File: src/rtl/spi_router_nport.sv
// spi_router_nport: SPI-slave receiver that routes {dest, data[, parity]} frames into per-port FIFOs.
// Latency: port head valid 2 core cycles after the cycle that detects the last serial clock edge.
// Backpressure: per-port valid/ready; a frame to a full, non-popping port is dropped and flagged. Option macro: ROUTER_PARITY_EN.

module spi_router_fifo #(
    parameter int W = 8,
    parameter int D = 4
) (
    input  logic         core_clk,
    input  logic         arst_n,
    input  logic         wr_vld,
    input  logic [W-1:0] wr_dat,
    output logic         wr_rdy,
    output logic         rd_vld,
    output logic [W-1:0] rd_dat,
    input  logic         rd_rdy
);
    localparam int AW = $clog2(D);
    localparam logic [AW:0] FULL_CNT = (AW+1)'(D);

    logic [W-1:0]  mem [D];
    logic [AW-1:0] wr_ptr, rd_ptr;
    logic [AW:0]   cnt;
    logic          push, pop;

    assign rd_vld = (cnt != '0);
    assign rd_dat = mem[rd_ptr];
    assign pop    = rd_vld & rd_rdy;
    // A full FIFO still takes a write when its head leaves in the same cycle.
    assign wr_rdy = (cnt != FULL_CNT) | pop;
    assign push   = wr_vld & wr_rdy;

    always_ff @(posedge core_clk or negedge arst_n) begin
        if (!arst_n) begin
            for (int i = 0; i < D; i++) mem[i] <= '0;
            wr_ptr <= '0;
            rd_ptr <= '0;
            cnt    <= '0;
        end else begin
            if (push) begin
                mem[wr_ptr] <= wr_dat;
                wr_ptr      <= wr_ptr + AW'(1);
            end
            if (pop) rd_ptr <= rd_ptr + AW'(1);
            case ({push, pop})
                2'b10:   cnt <= cnt + (AW+1)'(1);
                2'b01:   cnt <= cnt - (AW+1)'(1);
                default: ;
            endcase
        end
    end
endmodule

module spi_router_nport #(
    parameter int WIDTH = 8,
    parameter int PORTS = 4,
    parameter int DEPTH = 4
) (
    input  logic                   clock,
    input  logic                   reset,
    input  logic                   masterClock,
    input  logic                   chipSelectN,
    input  logic                   bitIn,
    input  logic [PORTS-1:0]       portReady,
    output logic [PORTS-1:0]       portValid,
    output logic [PORTS*WIDTH-1:0] portData,
    output logic [PORTS-1:0]       overflow,
    output logic                   error,
    output logic [7:0]             errorCount
);
    localparam int PA = $clog2(PORTS);
`ifdef ROUTER_PARITY_EN
    localparam int FLEN = PA + WIDTH + 1;
`else
    localparam int FLEN = PA + WIDTH;
`endif
    localparam int BCW = $clog2(FLEN + 1);

    typedef enum logic [1:0] {IDLE, SHIFT, CHECK} state_t;
    state_t state, state_nxt;

    logic [1:0]       sck_sync, cs_sync, din_sync;
    logic             sck_d, cs_d;
    logic             sck_rise, cs_low, cs_fall;
    logic [BCW-1:0]   bit_cnt;
    logic [FLEN-1:0]  frame;
    logic             shift_en, cnt_clr, check_en;
    logic [PA-1:0]    dest;
    logic [WIDTH-1:0] data;
    logic             par_ok, accept, reject;
    logic [PORTS-1:0] push_req, wr_rdy, drop;

    always_ff @(posedge clock or negedge reset) begin
        if (!reset) begin
            sck_sync <= '0;
            cs_sync  <= '0;
            din_sync <= '0;
            sck_d    <= 1'b0;
            cs_d     <= 1'b0;
        end else begin
            sck_sync <= {sck_sync[0], masterClock};
            cs_sync  <= {cs_sync[0], chipSelectN};
            din_sync <= {din_sync[0], bitIn};
            sck_d    <= sck_sync[1];
            cs_d     <= cs_sync[1];
        end
    end

    assign sck_rise = sck_sync[1] & ~sck_d;
    assign cs_low   = ~cs_sync[1];
    // Synchronisers clear low, so a select held low across reset never looks like a fresh falling edge.
    assign cs_fall  = cs_d & ~cs_sync[1];

    always_ff @(posedge clock or negedge reset) begin
        if (!reset) state <= IDLE;
        else        state <= state_nxt;
    end

    always_comb begin
        state_nxt = state;
        shift_en  = 1'b0;
        cnt_clr   = 1'b0;
        check_en  = 1'b0;
        case (state)
            IDLE: begin
                cnt_clr = 1'b1;
                if (cs_fall) state_nxt = SHIFT;
            end
            SHIFT: begin
                if (!cs_low) begin
                    state_nxt = IDLE;
                    cnt_clr   = 1'b1;
                end else if (sck_rise) begin
                    shift_en = 1'b1;
                    if (bit_cnt == BCW'(FLEN - 1)) state_nxt = CHECK;
                end
            end
            CHECK: begin
                check_en  = 1'b1;
                cnt_clr   = 1'b1;
                state_nxt = cs_low ? SHIFT : IDLE;
            end
            default: state_nxt = IDLE;
        endcase
    end

    always_ff @(posedge clock or negedge reset) begin
        if (!reset) begin
            bit_cnt <= '0;
            frame   <= '0;
        end else begin
            if (cnt_clr)       bit_cnt <= '0;
            else if (shift_en) bit_cnt <= bit_cnt + BCW'(1);
            if (shift_en)      frame   <= {frame[FLEN-2:0], din_sync[1]};
        end
    end

    assign dest = frame[FLEN-1 -: PA];
    assign data = frame[FLEN-1-PA -: WIDTH];

`ifdef ROUTER_PARITY_EN
    // Even parity: the trailing bit makes the ones count over the whole frame even.
    assign par_ok = ~^frame;
`else
    assign par_ok = 1'b1;
`endif

    assign accept = check_en & par_ok;
    assign reject = check_en & ~par_ok;

    genvar p;
    generate
        for (p = 0; p < PORTS; p++) begin : g_port
            logic             fifo_vld;
            logic [WIDTH-1:0] fifo_dat, last_dat;

            assign push_req[p] = accept && (dest == PA'(p));

            spi_router_fifo #(.W(WIDTH), .D(DEPTH)) u_fifo (
                .core_clk (clock),
                .arst_n   (reset),
                .wr_vld   (push_req[p]),
                .wr_dat   (data),
                .wr_rdy   (wr_rdy[p]),
                .rd_vld   (fifo_vld),
                .rd_dat   (fifo_dat),
                .rd_rdy   (portReady[p])
            );

            // Holds the most recently popped word so an empty port keeps showing it.
            always_ff @(posedge clock or negedge reset) begin
                if (!reset)                         last_dat <= '0;
                else if (fifo_vld && portReady[p])  last_dat <= fifo_dat;
            end

            assign drop[p]                     = push_req[p] & ~wr_rdy[p];
            assign portValid[p]                = fifo_vld;
            assign portData[p*WIDTH +: WIDTH]  = fifo_vld ? fifo_dat : last_dat;
        end
    endgenerate

    always_ff @(posedge clock or negedge reset) begin
        if (!reset) begin
            overflow   <= '0;
            error      <= 1'b0;
            errorCount <= '0;
        end else begin
            overflow <= overflow | drop;
            error    <= reject;
            if (reject && errorCount != 8'hFF) errorCount <= errorCount + 8'd1;
        end
    end
endmodule

File: config.mk
export PLATFORM = sky130hd
export DESIGN_NAME = spi_router_nport
export DESIGN_NICKNAME = d
export VERILOG_FILES = /design/src/rtl/spi_router_nport.sv
export SDC_FILE = /design/constraint.sdc
export NUM_CORES = 1
export LEC_CHECK = 0
export ABC_AREA = 1
export BUFFER_PORTS_ARGS = -buffer_cell sky130_fd_sc_hd__buf_2
export CORE_MARGIN = 1.5
export CORE_UTILIZATION = 30
export CTS_CLUSTER_SIZE = 28
export DETAILED_ROUTE_END_ITERATION = 8
export GPL_ROUTABILITY_DRIVEN = 1
export PLACE_DENSITY = 0.5
export SYNTH_ARGS = -nofsm -noshare
export SYNTH_HDL_FRONTEND = slang
export SYNTH_HIERARCHICAL = 1
export SYNTH_SLANG_ARGS = --single-unit
File: constraint.sdc
create_clock -name clock -period 1.8 [get_ports clock]
set_input_delay 0.09 -clock clock [delete_from_list [all_inputs] [get_ports clock]]
set_output_delay 0.09 -clock clock [all_outputs]
set_load 0.01 [all_outputs]
==> metrics.txt <==
outcome finished, violations left; Row Count 69; routed wire length 25.63 mm; layout cells sized above 1 0.3288; number of global-route vias before repair 8058; Net Sw Frac 0.3675; Hold WS 0.01949 ns; Crit. End Element output port; max cap viols 0; top post-synthesis cells by count nand2_1, dfrtp_1, inv_1; Clk network pwr share 0.282; Comb pwr share 0.418; Syn Inst Count 1193; crit path time final 1.894 ns; post-route DRC violation count 0; Die Ht 193.2 µm; Die ar. 0.03733 mm²; sequential power share 0.300; largest net degree at the start of global routing 49; Worst Skew 0.01341 ns; Final Cycle Share 1.052; Post-synth EDFFs 0; post-detailed-route wirelength per cell 14.41 µm; Pins Over Slew Limit 0; Power Internal 0.01248 W; total gr overflow 0; Max Fanout on Critical Path 8; critical-path cell list inv_2 > clkbuf_16 > o21ai_2 > o22ai_2 > inv_2 > a21oi_2 > buf_2; final core utilization 0.3800; Cell Area, Synth 0.01085 mm²; routed vias 8210; CTS clk-pin slew, worst paths 0.06 ns; sequential area share after synthesis 0.4980; most used cell, CP inv_2; startpoint types register; largest area contributor in the netlist dfrtp_1; Via density 4.618; final hold vios 0; CP arrival 1.80 ns; worst-margin pin slew 0.5722 ns; Leak 6.233 nW; worst setup margin -0.09420 ns; RD Place Congestion 0.7550; first-pass GRT wire length 42.70 mm; initial antenna violation count 0; Synth top area share 0.4980; core area 0.03557 mm²; 1st-pass router iterations 5; Fillers 3610; VDD IR-drop max 0.8541 mV; top cells by area, synth dfrtp_1, nand2_1, o21ai_2, o21ai_0, inv_1; switching power 0.007248 W; Initial DRC Count 428; Die W 193.2 µm; Yosys warning count 6; clock sinks 216; Avg Inst Size Synth 9.097 µm²; Pwr Density 1459 mW/mm²; CTS tree yes; worst-case clock buffer depth 3; CP max-delay cell dfrtp_1; Async SR Flop Fraction 1.000; Cell variety after synth 33; dpl hpwl 16.01 mm; min-delay worst type primary input to register; WP data required 1.71 ns; post-route insts no fill 1778; Main synth FF type dfrtp_1; port bufs 48; Pwr Total 0.01972 W; CP peak stage delay 0.41 ns; Syn-to-layout area delta 24.56%; FF+latch count, synth 216; dpl cells 1683; Diodes inserted 0; Fmax 527.9 MHz; register area 0.005415 mm²; I/O pin cnt 58; Initial Util 0.3051; failing checks setup timing; Inserted Clock Buffers 27; RSZ-0062 raised after global routing true; critical path class register to output port; setup TNS -1.743 ns; clk_lat worst skew 0.52 ns; Final ANT Viol Nets 0; Clock H-tree levels 1; Slew HR 0.6185; CTS root buf clkbuf_16; Total GRT Usage 0.1369; # nets final 1330; # setup viols final 31; footprint of the multi-input gates 0.004956 mm²; most common cell in the netlist nand2_1
power by group through the flow:
stage	clock [W]	sequential [W]	combinational, W
detailed placement	0	0.00593	0.00607
global placement	0	0.00592	0.00603
finish	0.00556	0.00592	0.00824
floorplan	0	0.00577	0.00422
global route	0.00596	0.00599	0.00911
CTS	0.00574	0.00591	0.00756
layer usage:
metal  routed length, µm  global-route usage  up-vias
met5                   0                   0        -
met4                 585             0.03761        0
met3                 860             0.01604       40
met2               11920              0.2193      136
met1               12270              0.1951     3929
li1                    -                   -     4105
per-stage QoR:
stage | worst slack [ns] | cell area [µm²]
2_1_floorplan | 0.001685 | 10910
3_3_place_gp | 0.02570 | 11520
3_5_place_dp | -0.03891 | 11520
4_1_cts | -0.1635 | 13130
5_1_grt | -0.1987 | 13520
6_report | -0.09420 | 13520
worst paths after layout:
path                            slack, ns                       start  depth (start not counted)                          to
worst max-delay path                -0.09  g_port[1].u_fifo/rd_ptr[0]                          7                portData[14]
worst min-delay path                 0.02                portReady[3]                          4  g_port[3].u_fifo/rd_ptr[0]
worst max register to register       0.05                    state[1]                         13     g_port[0].u_fifo/cnt[2]
worst min register to register       0.35                  cs_sync[0]                          0                  cs_sync[1]
max in group asynchronous            1.06                       reset                          3                    frame[8]
min in group asynchronous            0.08                       reset                          2       g_port[0].last_dat[5]
cell type report:
type | instances | area share
Inverter | 122 | 0.03628
Clock buffer | 37 | 0.05794
Multi-Input combinational cell | 797 | 0.3666
Timing Repair inverter | 1 | 0.0002777
Sequential cell | 216 | 0.4006
Clock inverter | 11 | 0.01064
Timing Repair Buffer | 133 | 0.08497
Tap cell | 461 | 0.04267
cell families after synthesis:
kind of cell | share of synthesized area
AO/OA/AOI/OAI | 0.1549
flip-flops | 0.4980
other | 0.0003455
buffers and inverters | 0.09776
adder cells (fa/ha/maj) | 0.02928
XOR/XNOR | 0.01130
AND/OR/NAND/NOR | 0.2083
worst max-delay path: cells and delay by family, from the launching register on:
kind | cells | cell delay (ns)
buf+inv | 4 | 0.50
compound gates | 3 | 0.35
flops | 1 | 0.41
flip-flops by register name (all words and copies together) (netlist names), 4 cells and up:
register              count
g_port.u_fifo/rd_ptr      8
g_port.u_fifo/wr_ptr      8
overflow                  4
g_port.u_fifo/cnt        12
g_port.last_dat          32
bit_cnt                   4
g_port.u_fifo/mem       128
frame                    10
cell usage in the layout (no fill, tap or decap), types with 10 or more instances in the layout:
cell type and count:
nand3_4 10, nand4_1 38, o21ai_1 64, buf_2 48, nor2_1 84, dfrtp_1 208, nand2_1 259, inv_2 37
o22ai_2 25, nor2_4 14, a21oi_2 20, nand3_1 17, ha_1 18, xor2_1 12, nor2_2 16, nand2_2 16
buf_4 46, clkbuf_16 29, o21ai_2 82, o21ai_0 56, buf_6 14, a21oi_1 16, inv_1 80
timing repair:
action	4_1_cts	5_1_grt
pin swaps	48	46
endpoints found under the hold margin	225	0
endpoints found under the setup margin	34	60
hold buffers	7	0
gates resized for setup	115	118
gates cloned	4	2
setup buffers	27	8
No activity file was read; power rests on OpenSTA's default activity.
